### src/rtl/time_set_ctrl.sv
// Time display sequencer: shows RTC time with blinking colons, edits HH:MM:SS with keys,
// and hands the edited time to the RTC writer over a req/ack handshake.
module time_set_ctrl #(
  parameter int CLK_FREQ  = 50_000_000,
  parameter int BLINK_HZ  = 2,
  parameter int TIMEOUT_S = 10
) (
  input  logic        clk,
  input  logic        rst,
  input  logic        key_mode,
  input  logic        key_up,
  input  logic        key_down,
  input  logic [23:0] rtc_bcd,
  input  logic        rtc_valid,
  input  logic        wr_ack,
  output logic [23:0] disp_bcd,
  output logic [7:0]  en_0,
  output logic [7:0]  en_1,
  output logic [7:0]  en_2,
  output logic [7:0]  en_3,
  output logic [7:0]  en_4,
  output logic [7:0]  en_5,
  output logic [7:0]  dp_0,
  output logic [7:0]  dp_1,
  output logic        wr_req,
  output logic [23:0] wr_data,
  output logic [2:0]  state_dbg
);

  localparam int HALF      = CLK_FREQ / (2 * BLINK_HZ);
  localparam int TO_HALVES = 2 * BLINK_HZ * TIMEOUT_S;
  localparam int CW        = (HALF > 1) ? $clog2(HALF) : 1;
  localparam int TW        = (TO_HALVES > 1) ? $clog2(TO_HALVES) : 1;
  localparam logic [CW-1:0] HALF_LAST = CW'(HALF - 1);
  localparam logic [TW-1:0] TO_LAST   = TW'(TO_HALVES - 1);

  // state_dbg encoding: 0 RUN, 1 SET_HOUR, 2 SET_MIN, 3 SET_SEC, 4 WRITE
  localparam logic [2:0] S_RUN   = 3'd0;
  localparam logic [2:0] S_HOUR  = 3'd1;
  localparam logic [2:0] S_MIN   = 3'd2;
  localparam logic [2:0] S_SEC   = 3'd3;
  localparam logic [2:0] S_WRITE = 3'd4;

  function automatic logic [7:0] bcd_inc(input logic [7:0] v, input logic [7:0] max);
    if (v == max) return 8'h00;
    if (v[3:0] == 4'd9) return {v[7:4] + 4'd1, 4'd0};
    return {v[7:4], v[3:0] + 4'd1};
  endfunction

  function automatic logic [7:0] bcd_dec(input logic [7:0] v, input logic [7:0] max);
    if (v == 8'h00) return max;
    if (v[3:0] == 4'd0) return {v[7:4] - 4'd1, 4'd9};
    return {v[7:4], v[3:0] - 4'd1};
  endfunction

  logic [2:0]    state_q, state_d;
  logic [23:0]   edit_q, edit_d;
  logic [23:0]   disp_q, disp_d;
  logic [CW-1:0] blink_cnt_q, blink_cnt_d;
  logic          phase_q, phase_d;
  logic [TW-1:0] to_cnt_q, to_cnt_d;
  logic          wr_req_q, wr_req_d;
  logic [23:0]   wr_data_q, wr_data_d;
  logic [7:0]    en_q [6];
  logic [7:0]    en_d [6];
  logic [7:0]    dp_q, dp_d;

  logic       in_set, step, key_acc, half_tick, timeout;
  logic [5:0] blank_sel;

  always_comb begin
    state_d   = state_q;
    edit_d    = edit_q;
    disp_d    = disp_q;
    wr_req_d  = wr_req_q;
    wr_data_d = wr_data_q;
    in_set    = (state_q == S_HOUR) || (state_q == S_MIN) || (state_q == S_SEC);
    step      = key_up ^ key_down;
    key_acc   = (key_mode && (state_q == S_RUN || in_set)) || (in_set && step);
    half_tick = !key_acc && (blink_cnt_q == HALF_LAST);

    if (key_acc) begin
      blink_cnt_d = '0;
      phase_d     = 1'b1;
    end else if (half_tick) begin
      blink_cnt_d = '0;
      phase_d     = ~phase_q;
    end else begin
      blink_cnt_d = blink_cnt_q + CW'(1);
      phase_d     = phase_q;
    end

    // Idle timeout counts blink half-periods since the last key while editing.
    to_cnt_d = '0;
    timeout  = 1'b0;
    if (in_set && !key_acc) begin
      to_cnt_d = to_cnt_q;
      if (half_tick) begin
        if (to_cnt_q == TO_LAST) timeout = 1'b1;
        else                     to_cnt_d = to_cnt_q + TW'(1);
      end
    end

    case (state_q)
      S_RUN: begin
        if (key_mode) begin
          state_d = S_HOUR;
          edit_d  = disp_q;
        end else if (rtc_valid) begin
          disp_d = rtc_bcd;
        end
      end
      S_HOUR, S_MIN, S_SEC: begin
        if (key_mode) begin
          if (state_q == S_SEC) begin
            state_d   = S_WRITE;
            wr_req_d  = 1'b1;
            wr_data_d = edit_q;
          end else begin
            state_d = state_q + 3'd1;
          end
        end else if (step) begin
          case (state_q)
            S_HOUR:  edit_d[23:16] = key_up ? bcd_inc(edit_q[23:16], 8'h23)
                                            : bcd_dec(edit_q[23:16], 8'h23);
            S_MIN:   edit_d[15:8]  = key_up ? bcd_inc(edit_q[15:8], 8'h59)
                                            : bcd_dec(edit_q[15:8], 8'h59);
            default: edit_d[7:0]   = key_up ? bcd_inc(edit_q[7:0], 8'h59)
                                            : bcd_dec(edit_q[7:0], 8'h59);
          endcase
        end else if (timeout) begin
          state_d = S_RUN;
          if (rtc_valid) disp_d = rtc_bcd;
        end
      end
      S_WRITE: begin
        // wr_req rises on entry and holds with wr_data stable until the single-cycle
        // wr_ack; the transfer completes on the cycle where both are high.
        if (wr_ack) begin
          wr_req_d = 1'b0;
          disp_d   = wr_data_q;
          state_d  = S_RUN;
        end
      end
      default: state_d = S_RUN;
    endcase

    if (state_d == S_HOUR || state_d == S_MIN || state_d == S_SEC) disp_d = edit_d;

    case (state_d)
      S_HOUR:  blank_sel = 6'b000011;
      S_MIN:   blank_sel = 6'b001100;
      S_SEC:   blank_sel = 6'b110000;
      default: blank_sel = 6'b000000;
    endcase
    for (int i = 0; i < 6; i++) begin
      en_d[i] = (blank_sel[i] && !phase_d) ? 8'hFF : 8'h00;
    end
    dp_d = (state_d == S_RUN && !phase_d) ? 8'hFF : 8'h7F;
  end

  always_ff @(posedge clk or posedge rst) begin
    if (rst) begin
      state_q     <= S_RUN;
      edit_q      <= '0;
      disp_q      <= '0;
      blink_cnt_q <= '0;
      phase_q     <= 1'b1;
      to_cnt_q    <= '0;
      wr_req_q    <= 1'b0;
      wr_data_q   <= '0;
      dp_q        <= 8'hFF;
      for (int i = 0; i < 6; i++) en_q[i] <= 8'h00;
    end else begin
      state_q     <= state_d;
      edit_q      <= edit_d;
      disp_q      <= disp_d;
      blink_cnt_q <= blink_cnt_d;
      phase_q     <= phase_d;
      to_cnt_q    <= to_cnt_d;
      wr_req_q    <= wr_req_d;
      wr_data_q   <= wr_data_d;
      dp_q        <= dp_d;
      for (int i = 0; i < 6; i++) en_q[i] <= en_d[i];
    end
  end

  assign disp_bcd  = disp_q;
  assign en_0      = en_q[0];
  assign en_1      = en_q[1];
  assign en_2      = en_q[2];
  assign en_3      = en_q[3];
  assign en_4      = en_q[4];
  assign en_5      = en_q[5];
  assign dp_0      = dp_q;
  assign dp_1      = dp_q;
  assign wr_req    = wr_req_q;
  assign wr_data   = wr_data_q;
  assign state_dbg = state_q;

endmodule

### config.mk
export PLATFORM = sky130hd
export DESIGN_NAME = time_set_ctrl
export DESIGN_NICKNAME = d
export VERILOG_FILES = /design/src/rtl/time_set_ctrl.sv
export SDC_FILE = /design/constraint.sdc
export NUM_CORES = 1
export LEC_CHECK = 0
export BUFFER_PORTS_ARGS = -buffer_cell sky130_fd_sc_hd__buf_2
export CAP_MARGIN = 40
export CORE_AREA = 10 10 159 161
export CTS_CLUSTER_SIZE = 28
export DETAILED_ROUTE_END_ITERATION = 8
export DIE_AREA = 0 0 169 171
export HOLD_SLACK_MARGIN = 0.05
export MAX_ROUTING_LAYER = met4
export PLACE_DENSITY = 0.58
export SYNTH_ARGS = -nofsm -noshare
export SYNTH_HDL_FRONTEND = slang
export SYNTH_SLANG_ARGS = --single-unit
### constraint.sdc
create_clock -name clk -period 6.2 [get_ports clk]
set_input_delay 0.62 -clock clk [delete_from_list [all_inputs] [get_ports clk]]
set_output_delay 0.62 -clock clk [all_outputs]
set_load 0.01 [all_outputs]
==> metrics.txt, run 1 <==
first-pass iteration count of the detailed router 4; post-detailed-routing wire length 19.7 mm; number of warning messages in the yosys log 0; largest voltage drop on the vdd net 0.000233 V; kind of end point of the critical path register; most common cell after layout, fill and taps aside buf_2; Global Route Usage Sum 0.138; share of cells above drive strength 1 0.271; Skew-Pair Late Insertion Delay 360 ps; Post-Syn Area per Cell 9.50 µm²; floorplan core area 0.0222 mm²; grt ovf 0; maximum frequency from static timing analysis 0.305 GHz; buffers inserted during post-CTS setup optimization 0; Gate Count Post-Synth 796; Setup Crit Path Kind reg2reg; post-synthesis async set-or-reset flop share 1.00; netlist area before placement 0.00756 mm²; relative slew slack 0.417; minimum period implied by the final worst setup slack 3280 ps; part of the power in combinational logic 0.520; mean number of vias per cell 5.11; largest clock skew in the final design 9.69 ps; Critical R2R Capture disp_bcd[17]; H-tree levels 3; Least-Margin Pin Slew 867 ps; Buffers on Ports 132; Internal 2230 µW; total vias in the final route 5866; number of routed nets with antenna violations 0; total CTS buffers 9; number of core rows 55; number of placed I/O pins 147; Gates resized, CTS repair 0; type of element launching the critical path register; count of fill cells added during filler insertion 2282; Net Switching 1700 µW; status finished, final reports clean; part of the total power dissipated in sequential elements 0.315; flop-to-flop setup slack 2920 ps; Placement Cell Area 0.00808 mm²; Clk pin slew, worst setup/hold paths 70 ps; routability-driven placement congestion ratio 0.859; leakage power 0.00394 µW; number of antenna violations at the first check in global routing 1; most instantiated flip-flop cell in the synthesis netlist dfrtp_1; final hold violation count 0; CTS Root Buffer Type clkbuf_16; total clock sinks 111; vertical die dimension 171 µm; commonest cells after routing, fill and taps aside buf_2 (132), dfrtp_1 (109), nand2_1 (59); hold-fix buffer count after cts 0; length in cells of the worst reg-to-reg path 9; portion of the post-synthesis area used by sequential elements 0.368; final design area excluding fillers 0.00842 mm²; power share of the clock group 0.166; layout-stage area growth over the synthesis result 11.3%; distinct cell type count of the synthesized netlist 79; dpl cells 1132; final number of setup-violating endpoints 0; final net count 914; post-route clock period utilization 0.528; average detailed-routed wire length per instance 17.1 µm; starting density of the core 0.340; maximum number of pins on one net before global-route repair 46; cell area power density 467 mW/mm²; count of flip-flops with a built-in enable after synthesis 0; max-slew violation count 0; Post-Layout Cell Count 1149; Critical Path AT 3510 ps; number of synthesized register bits 111; max cap viols 0; first-pass GRT wire length 32.0 mm; Total Neg Setup Slack 0 ps; x dimension of the die 169 µm; vias in the first global route 5794; clock tree from TritonCTS yes; number of buffers on the longest clock path 2; fraction of power spent switching nets 0.432; Final HPWL DP 14.3 mm; RSZ-0062 raised after global routing false; required time of the critical path 6440 ps; die area 0.0289 mm²; worst hold path type in2async; remaining design rule violation count 0; r2r startpoint state_dbg[2]; number of DRC markers after the initial detailed-route iteration 396; largest fanout on the critical path 24
==> cell type report <==
class                           count  area, µm²  share of cell area
Timing Repair Buffer              141        771              0.0916
Antenna cell                        1       2.50            0.000297
Inverter                           33        126              0.0150
Clock inverter                      4       77.6             0.00922
Sequential cell                   111       2780               0.330
Tap cell                          285        357              0.0424
Multi-Input combinational cell    562       4050               0.481
Clock buffer                       12        256              0.0305
==> worst max-delay path: stages (launching register included) <==
cell and delay [ps]:
dfrtp_1 730, inv_1 100, ha_1 330, nor2_1 600, buf_4 310, o32ai_1 120, a31oi_4 240, o21ai_4 70
buf_4 290, mux2_4 350
==> flip-flops by register name, summed over array words and instances, names as in the netlist <==
signal / cells
blink_cnt_q: 24
disp_bcd: 24
edit_q: 24
wr_data: 24
to_cnt_q: 6
state_dbg: 3
dp_0: 1
en_0: 1
en_2: 1
en_4: 1
phase_q: 1
wr_req: 1
==> metrics by stage <==
stage	setup slack (ps)	hold slack, ps	total power, µW	util
2_1_floorplan	2650	448	2730	-
3_3_place_gp	2670	478	3260	0.361
3_5_place_dp	2720	477	3310	0.364
4_1_cts	2920	294	3970	0.379
5_1_grt	2740	320	4250	0.379
6_report	2920	287	3930	0.379
==> synth_stat cells (5+ instances only) <==
master | number | area (µm²)
dfrtp_1 | 109 | 2730
buf_4 | 61 | 458
nand2_1 | 59 | 221
nor2_1 | 54 | 203
o21ai_0 | 53 | 265
mux2_2 | 43 | 484
inv_1 | 33 | 124
a21oi_1 | 27 | 135
clkbuf_1 | 27 | 101
nand3_1 | 27 | 135
ha_1 | 25 | 313
mux2i_1 | 19 | 190
nor3_1 | 17 | 85.1
xor2_1 | 17 | 149
mux2_1 | 12 | 135
mux2_4 | 12 | 180
nor4_1 | 12 | 75.1
xnor2_1 | 12 | 105
and3_1 | 10 | 62.6
nand4_1 | 10 | 62.6
a22oi_1 | 8 | 60.1
o211ai_1 | 8 | 60.1
nor3b_1 | 7 | 52.6
a221o_1 | 6 | 60.1
and3b_1 | 6 | 52.6
buf_2 | 6 | 30.0
o22ai_1 | 6 | 37.5
a211oi_1 | 5 | 37.5
a221oi_1 | 5 | 43.8
and2_1 | 5 | 31.3
buf_6 | 5 | 56.3
nand3b_1 | 5 | 37.5
nor2b_1 | 5 | 31.3
or3_1 | 5 | 31.3
==> power by group through the flow <==
stage          logic, µW  clock network (µW)  registers, µW
2_1_floorplan       1550                   0           1180
3_3_place_gp        2020                   0           1250
3_5_place_dp        2060                   0           1250
4_1_cts             2070                 671           1240
5_1_grt             2280                 696           1280
6_report            2040                 651           1240
==> routing by layer <==
| metal | global-route usage | vias up | routed length (µm) |
|---|---|---|---|
| met1 | 0.170 | 2824 | 8810 |
| met2 | 0.222 | 126 | 9510 |
| li1 | - | 2899 | - |
| met3 | 0.0301 | 17 | 1060 |
| met5 | - | - | 0 |
| met4 | 0.0432 | 0 | 318 |
==> worst max-delay path by stage <==
stage                 start             end  slack (ps)
3_3_place_gp         key_up    disp_bcd[22]        2670
4_1_cts        state_dbg[2]    disp_bcd[17]        2920
3_5_place_dp         key_up    disp_bcd[22]        2720
5_1_grt        state_dbg[2]    disp_bcd[17]        2740
6_report       state_dbg[2]    disp_bcd[17]        2920
2_1_floorplan           rst  blink_cnt_q[0]        2650
==> cells by family after synthesis <==
logic type / after synthesis / share of synthesized area
buffers and inverters: 136 / 0.105
other: 1 / 0.000496
XOR/XNOR: 30 / 0.0357
AND/OR/NAND/NOR: 249 / 0.178
flip-flops: 111 / 0.368
AO/OA/AOI/OAI: 158 / 0.141
adder cells (fa/ha/maj): 25 / 0.0413
multiplexers: 86 / 0.131
Power figures use the tool's default switching activity.
==> run 2: changes to the inputs <==
- ABC_AREA: unset -> 1
- CORE_AREA: 10 10 159 161 -> 10 10 157 159
- DIE_AREA: 0 0 169 171 -> 0 0 167 169
- PLACE_DENSITY: 0.58 -> 0.61
- clock period: 6.2 -> 2.7 ns (I/O delays scaled with it)
==> run 2 against run 1 <==
  * Largest cell class unchanged
  * Count of clock-buffer cells in the layout down 3
  * Synthesized cell count is 30% higher
  * Clock skew increased by 3.1 ps
  * Global-route usage up 2.3 points
  * Area after synthesis down 1.4%
  * Non-clock buffer count is 24 higher
  * First-iteration DRC count grew 37%
  * Sequential cell count stayed put
  * Critical path depth rose by 9
==> metrics.txt, run 2 <==
status finished, final reports clean; leakage power 0.00443 µW; grt ovf 0; Post-Layout Cell Count 1412; die area 0.0282 mm²; netlist area before placement 0.00746 mm²; Skew-Pair Late Insertion Delay 370 ps; Post-Syn Area per Cell 7.20 µm²; remaining design rule violation count 0; largest clock skew in the final design 12.8 ps; number of core rows 54; routability-driven placement congestion ratio 0.961; number of placed I/O pins 147; commonest cells after routing, fill and taps aside nand2_1 (331), buf_2 (132), dfrtp_1 (109); number of warning messages in the yosys log 0; final design area excluding fillers 0.00856 mm²; number of buffers on the longest clock path 2; total vias in the final route 7089; floorplan core area 0.0216 mm²; post-detailed-routing wire length 22.7 mm; number of diodes 0; Global Route Usage Sum 0.161; Final HPWL DP 16.5 mm; r2r startpoint state_dbg[0]; vertical die dimension 169 µm; average detailed-routed wire length per instance 16.1 µm; largest voltage drop on the vdd net 0.000883 V; cell repeated most along the worst path nand2_1; Crit path buffers/inverters 3; biggest area consumer among synthesized cells dfrtp_1; Critical Path Max Stage Delay 430 ps; post-route clock period utilization 0.951; x dimension of the die 167 µm; RSZ-0062 raised after global routing true; mean number of vias per cell 5.02; count of flip-flops with a built-in enable after synthesis 0; final net count 1183; total CTS buffers 9; CTS Root Buffer Type clkbuf_16; most instantiated flip-flop cell in the synthesis netlist dfrtp_1; Area contributors post-synth dfrtp_1 (37%), nand2_1 (17%), nand3_1 (6.4%); max cap viols 0; H-tree levels 3; list of most frequent post-synthesis cells nand2_1 (332), dfrtp_1 (109), nand3_1 (96); dpl cells 1392; cell family with most CP delay simple AND/OR/NAND/NOR gates; most common cell after layout, fill and taps aside nand2_1; Total Neg Setup Slack 0 ps; count of fill cells added during filler insertion 2261; required time of the critical path 3000 ps; Clk pin slew, worst setup/hold paths 80 ps; Worst Min Path Start rtc_bcd[8]; cells along the critical path buf_4 -> ha_1 -> o21ai_2 -> nand3_2 -> nand2_2 -> nand2_2 -> inv_2 -> nand3_2 -> nand3_1 -> nand2_1 -> nand2_1 -> nand2_2 -> o21ai_4 -> nand2_1 -> nand2_2 -> buf_12 -> nand2_1 -> nand2_1; portion of the post-synthesis area used by sequential elements 0.373; area share of the leading cell type in the synthesized netlist 0.366; largest fanout on the critical path 17; worst hold path type in2reg; share of cells above drive strength 1 0.189; number of DRC markers after the initial detailed-route iteration 544; first-pass iteration count of the detailed router 5; relative slew slack 0.639; Critical Path AT 2870 ps; first-pass GRT wire length 36.6 mm; WHS 283 ps; vias in the first global route 6833; number of synthesized register bits 111; final hold violation count 0; kind of end point of the critical path register; minimum period implied by the final worst setup slack 2570 ps; total clock sinks 111; Crit. Startpoint state_dbg[0]; final number of setup-violating endpoints 0; number of routed nets with antenna violations 0; most used standard cell by instance count after synthesis nand2_1; cell type of the slowest stage on the worst timing path dfrtp_1; cell area power density 1200 mW/mm²; maximum number of pins on one net before global-route repair 43; Placement Cell Area 0.00816 mm²; number of antenna violations at the first check in global routing 0; starting density of the core 0.346; layout-stage area growth over the synthesis result 14.8%; clock tree from TritonCTS yes; maximum frequency from static timing analysis 0.390 GHz; share of the core filled with cells 0.397; Setup Crit Path Kind reg2reg; Gate Count Post-Synth 1036; post-synthesis async set-or-reset flop share 1.00; max-slew violation count 0; Buffers on Ports 132; distinct cell type count of the synthesized netlist 44; Least-Margin Pin Slew 541 ps; type of element launching the critical path register
[run 2: worst register-to-register path, delay by kind of cell, from the launching register on]
family	cells	cell delay [ps]
simple gates	12	1010
compound gates	2	440
flops	1	430
buf+inv	3	410
fa+ha+maj	1	220
[run 2: cell families (layout without fill, tap and decap cells)]
group           count (synthesis)  after routing  share of synthesized area
simple gates                  539            539                      0.301
buf+inv                       184            267                      0.126
compound gates                152            152                      0.127
flops                         111            111                      0.373
fa+ha+maj                      25             25                     0.0419
xor+xnor                       24             24                     0.0307
other cells                     1             14                   0.000503
[run 2: power breakdown]
group / switching (µW) / internal [µW] / leakage [µW] / total [µW]
clock network: 706 / 750 / 0.000158 / 1460
registers: 562 / 2250 / 0.00144 / 2810
logic: 3940 / 2100 / 0.00282 / 6040
[run 2: final timing paths]
| check | end | slack, ps | depth (start not counted) |
|---|---|---|---|
| max | disp_bcd[0] | 130 | 18 |
| min | disp_bcd[8] | 280 | 7 |
| max reg2reg | disp_bcd[0] | 130 | 18 |
| min reg2reg | disp_bcd[1] | 510 | 2 |
| max in group asynchronous | phase_q | 1560 | 4 |
| min in group asynchronous | disp_bcd[4] | 500 | 3 |
[run 2: cell type report]
type                            instances  area [µm²]  share of cell area
Tap cell                              280         350              0.0409
Inverter                               86         327              0.0381
Sequential cell                       111        2780               0.325
Clock inverter                          7         100              0.0117
Timing Repair Buffer                  165         968               0.113
Multi-Input combinational cell        754        3810               0.445
Clock buffer                            9         225              0.0263
[run 2: per-layer routing]
metal  part of all wire  vias up  global-route usage
met2               0.46      249               0.255
met5                  0        -                   -
li1                   -     3503                   -
met1               0.46     3308               0.204
met3              0.061       29              0.0340
met4              0.015        0              0.0485
[run 2: timing repair]
item / in CTS / in global routing
resized for setup: 0 / 13
setup endpoints to repair: 0 / 27
hold buffers: 1 / 0
buffers inserted: 0 / 3
hold endpoints to repair: 17 / 0
[run 2: stage by stage]
stage / power [µW] / setup WS [ps]
after floorplan: 6680 / 297
after global placement: 8620 / 153
after detailed placement: 8700 / 135
after CTS: 10200 / 116
after global routing: 11300 / -73.3
final: 10300 / 133
==> run 3: changes to the inputs <==
- CELL_PAD_IN_SITES_DETAIL_PLACEMENT: unset -> 0
- CELL_PAD_IN_SITES_GLOBAL_PLACEMENT: unset -> 2
- CORE_AREA: 10 10 157 159 -> 10 10 160 162
- DIE_AREA: 0 0 167 169 -> 0 0 170 172
- PLACE_DENSITY: 0.61 -> 0.9
- clock period: 2.7 -> 3.1 ns (I/O delays scaled with it)
==> run 3 against run 2 <==
  * Non-clock buffer count shrank 12
  * Critical path depth shrank 2
  * Hold slack lost 170 ps
  * Combinational power shrank 15%
  * Design area shrank 1.8%
  * Global-route usage is essentially flat
  * Routed wire length grew 2.9%
  * Critical endpoint is now disp_bcd[13]
  * Largest cell class unchanged
  * Highest routed layer unchanged
==> metrics.txt, run 3 (synthesis gave the netlist of run 2 again) <==
CTS Root Buffer Type clkbuf_16; part of the total power dissipated in sequential elements 0.282; Least-Margin Pin Slew 686 ps; largest clock skew in the final design 7.21 ps; length in cells of the worst reg-to-reg path 16; number of core rows 55; final number of setup-violating endpoints 0; r2r startpoint state_dbg[1]; Net Switching 4570 µW; worst setup slack after layout 205 ps; largest voltage drop on the vdd net 0.000479 V; share of cells above drive strength 1 0.176; commonest cells after routing, fill and taps aside nand2_1 (332), buf_2 (132), dfrtp_1 (108); vias in the first global route 6811; floorplan core area 0.0224 mm²; routability-driven placement congestion ratio 0.887; first-pass GRT wire length 37.2 mm; clock tree from TritonCTS yes; remaining design rule violation count 0; leakage power 0.00433 µW; number of DRC markers after the initial detailed-route iteration 522; vertical die dimension 172 µm; Clk pin slew, worst setup/hold paths 80 ps; highest routed metal layer met4; starting density of the core 0.333; Critical R2R Capture disp_bcd[13]; Skew-Pair Late Insertion Delay 360 ps; met2 routed wirelength 10.9 mm; max cap viols 0; RSZ-0062 raised after global routing false; most common cell after layout, fill and taps aside nand2_1; layout-stage area growth over the synthesis result 12.7%; kind of end point of the critical path register; Metal-1 WL 11.6 mm; total clock sinks 111; total vias in the final route 6930; Total Neg Setup Slack 0 ps; number of antenna violations at the first check in global routing 0; count of fill cells added during filler insertion 2371; max-slew violation count 0; fraction of power spent switching nets 0.521; Critical Path AT 3200 ps; Internal 4200 µW; cell area power density 1040 mW/mm²; average detailed-routed wire length per instance 16.6 µm; status finished, final reports clean; number of diodes 0; flop-to-flop setup slack 200 ps; number of placed I/O pins 147; largest fanout on the critical path 12; Global Route Usage Sum 0.161; Buffers on Ports 132; final net count 1172; Final HPWL DP 16.5 mm; worst hold path type in2async; first-pass iteration count of the detailed router 6; share of the core filled with cells 0.376; maximum number of pins on one net before global-route repair 112; part of the power in combinational logic 0.586; maximum frequency from static timing analysis 0.345 GHz; grt ovf 0; post-detailed-routing wire length 23.4 mm; final hold violation count 0; mean number of vias per cell 4.93; die area 0.0292 mm²; met3 wirelength from detailed routing 651 µm; total CTS buffers 9; power share of the clock group 0.132; number of buffers on the longest clock path 2; number of routed nets with antenna violations 0; H-tree levels 3; required time of the critical path 3400 ps; type of element launching the critical path register; x dimension of the die 170 µm; Setup Crit Path Kind reg2reg; worst setup timing slack at the placement stage 179 ps; minimum period implied by the final worst setup slack 2900 ps; relative slew slack 0.542; post-route clock period utilization 0.934
[run 3: area by class of cell]
type	instances	area, µm²	area share
clock inverters	6	45.0	0.00536
multi-input cells	755	3810	0.454
inverters	86	327	0.0389
flip-flops and latches	111	2780	0.331
well taps	285	357	0.0424
clock buffers	10	239	0.0284
repair buffers	153	843	0.100
[run 3: power groups by stage]
stage	combinational (µW)	sequential, µW	clock (µW)
after floorplan	3340	2480	0
after global placement	4960	2490	0
after detailed placement	4990	2480	0
after CTS	5020	2460	1190
final	5140	2470	1160
after global routing	5770	2550	1240
[run 3: critical path: stages, from the launching register on]
cell	delay (ps)
dfrtp_1	440
ha_1	210
ha_1	220
inv_1	120
nand2_1	130
nand2_1	100
nand2_2	140
inv_2	120
nand3_2	100
nand3_1	90
nand2_1	80
a21oi_4	160
o21ai_4	100
buf_4	160
a21oi_4	450
nand2_1	110
nand2_1	80
[run 3: worst max-delay path by stage]
stage	startpoint	to	slack, ps	cells after the start
2_1_floorplan	state_dbg[0]	disp_bcd[12]	700	17
5_1_grt	state_dbg[1]	disp_bcd[15]	20	16
3_5_place_dp	state_dbg[0]	disp_bcd[13]	180	15
3_3_place_gp	state_dbg[1]	disp_bcd[8]	290	15
6_report	state_dbg[1]	disp_bcd[13]	200	16
4_1_cts	state_dbg[0]	disp_bcd[1]	160	15
[run 3: timing repair]
item	CTS	global route
endpoints found under the hold margin	0	0
hold buffers	0	0
setup endpoints to repair	0	24
resized for setup	0	4
setup buffers	0	1
[run 3: stage by stage]
stage / hold WS, ps / instance area (µm²) / std cells / total power [µW]
floorplan: 474 / 7510 / 1049 / 5820
global placement: 491 / 8080 / 1388 / 7450
detailed placement: 491 / 8080 / 1388 / 7470
CTS: 165 / 8370 / 1404 / 8670
global route: 195 / 8400 / 1406 / 9560
finish: 110 / 8400 / 1406 / 8760
[run 3: routing by layer]
| layer | vias to the layer above | GRT usage |
|---|---|---|
| met3 | 15 | 0.0214 |
| met4 | 0 | 0.0343 |
| met1 | 3275 | 0.218 |
| met2 | 146 | 0.254 |
| li1 | 3494 | - |
| met5 | - | - |
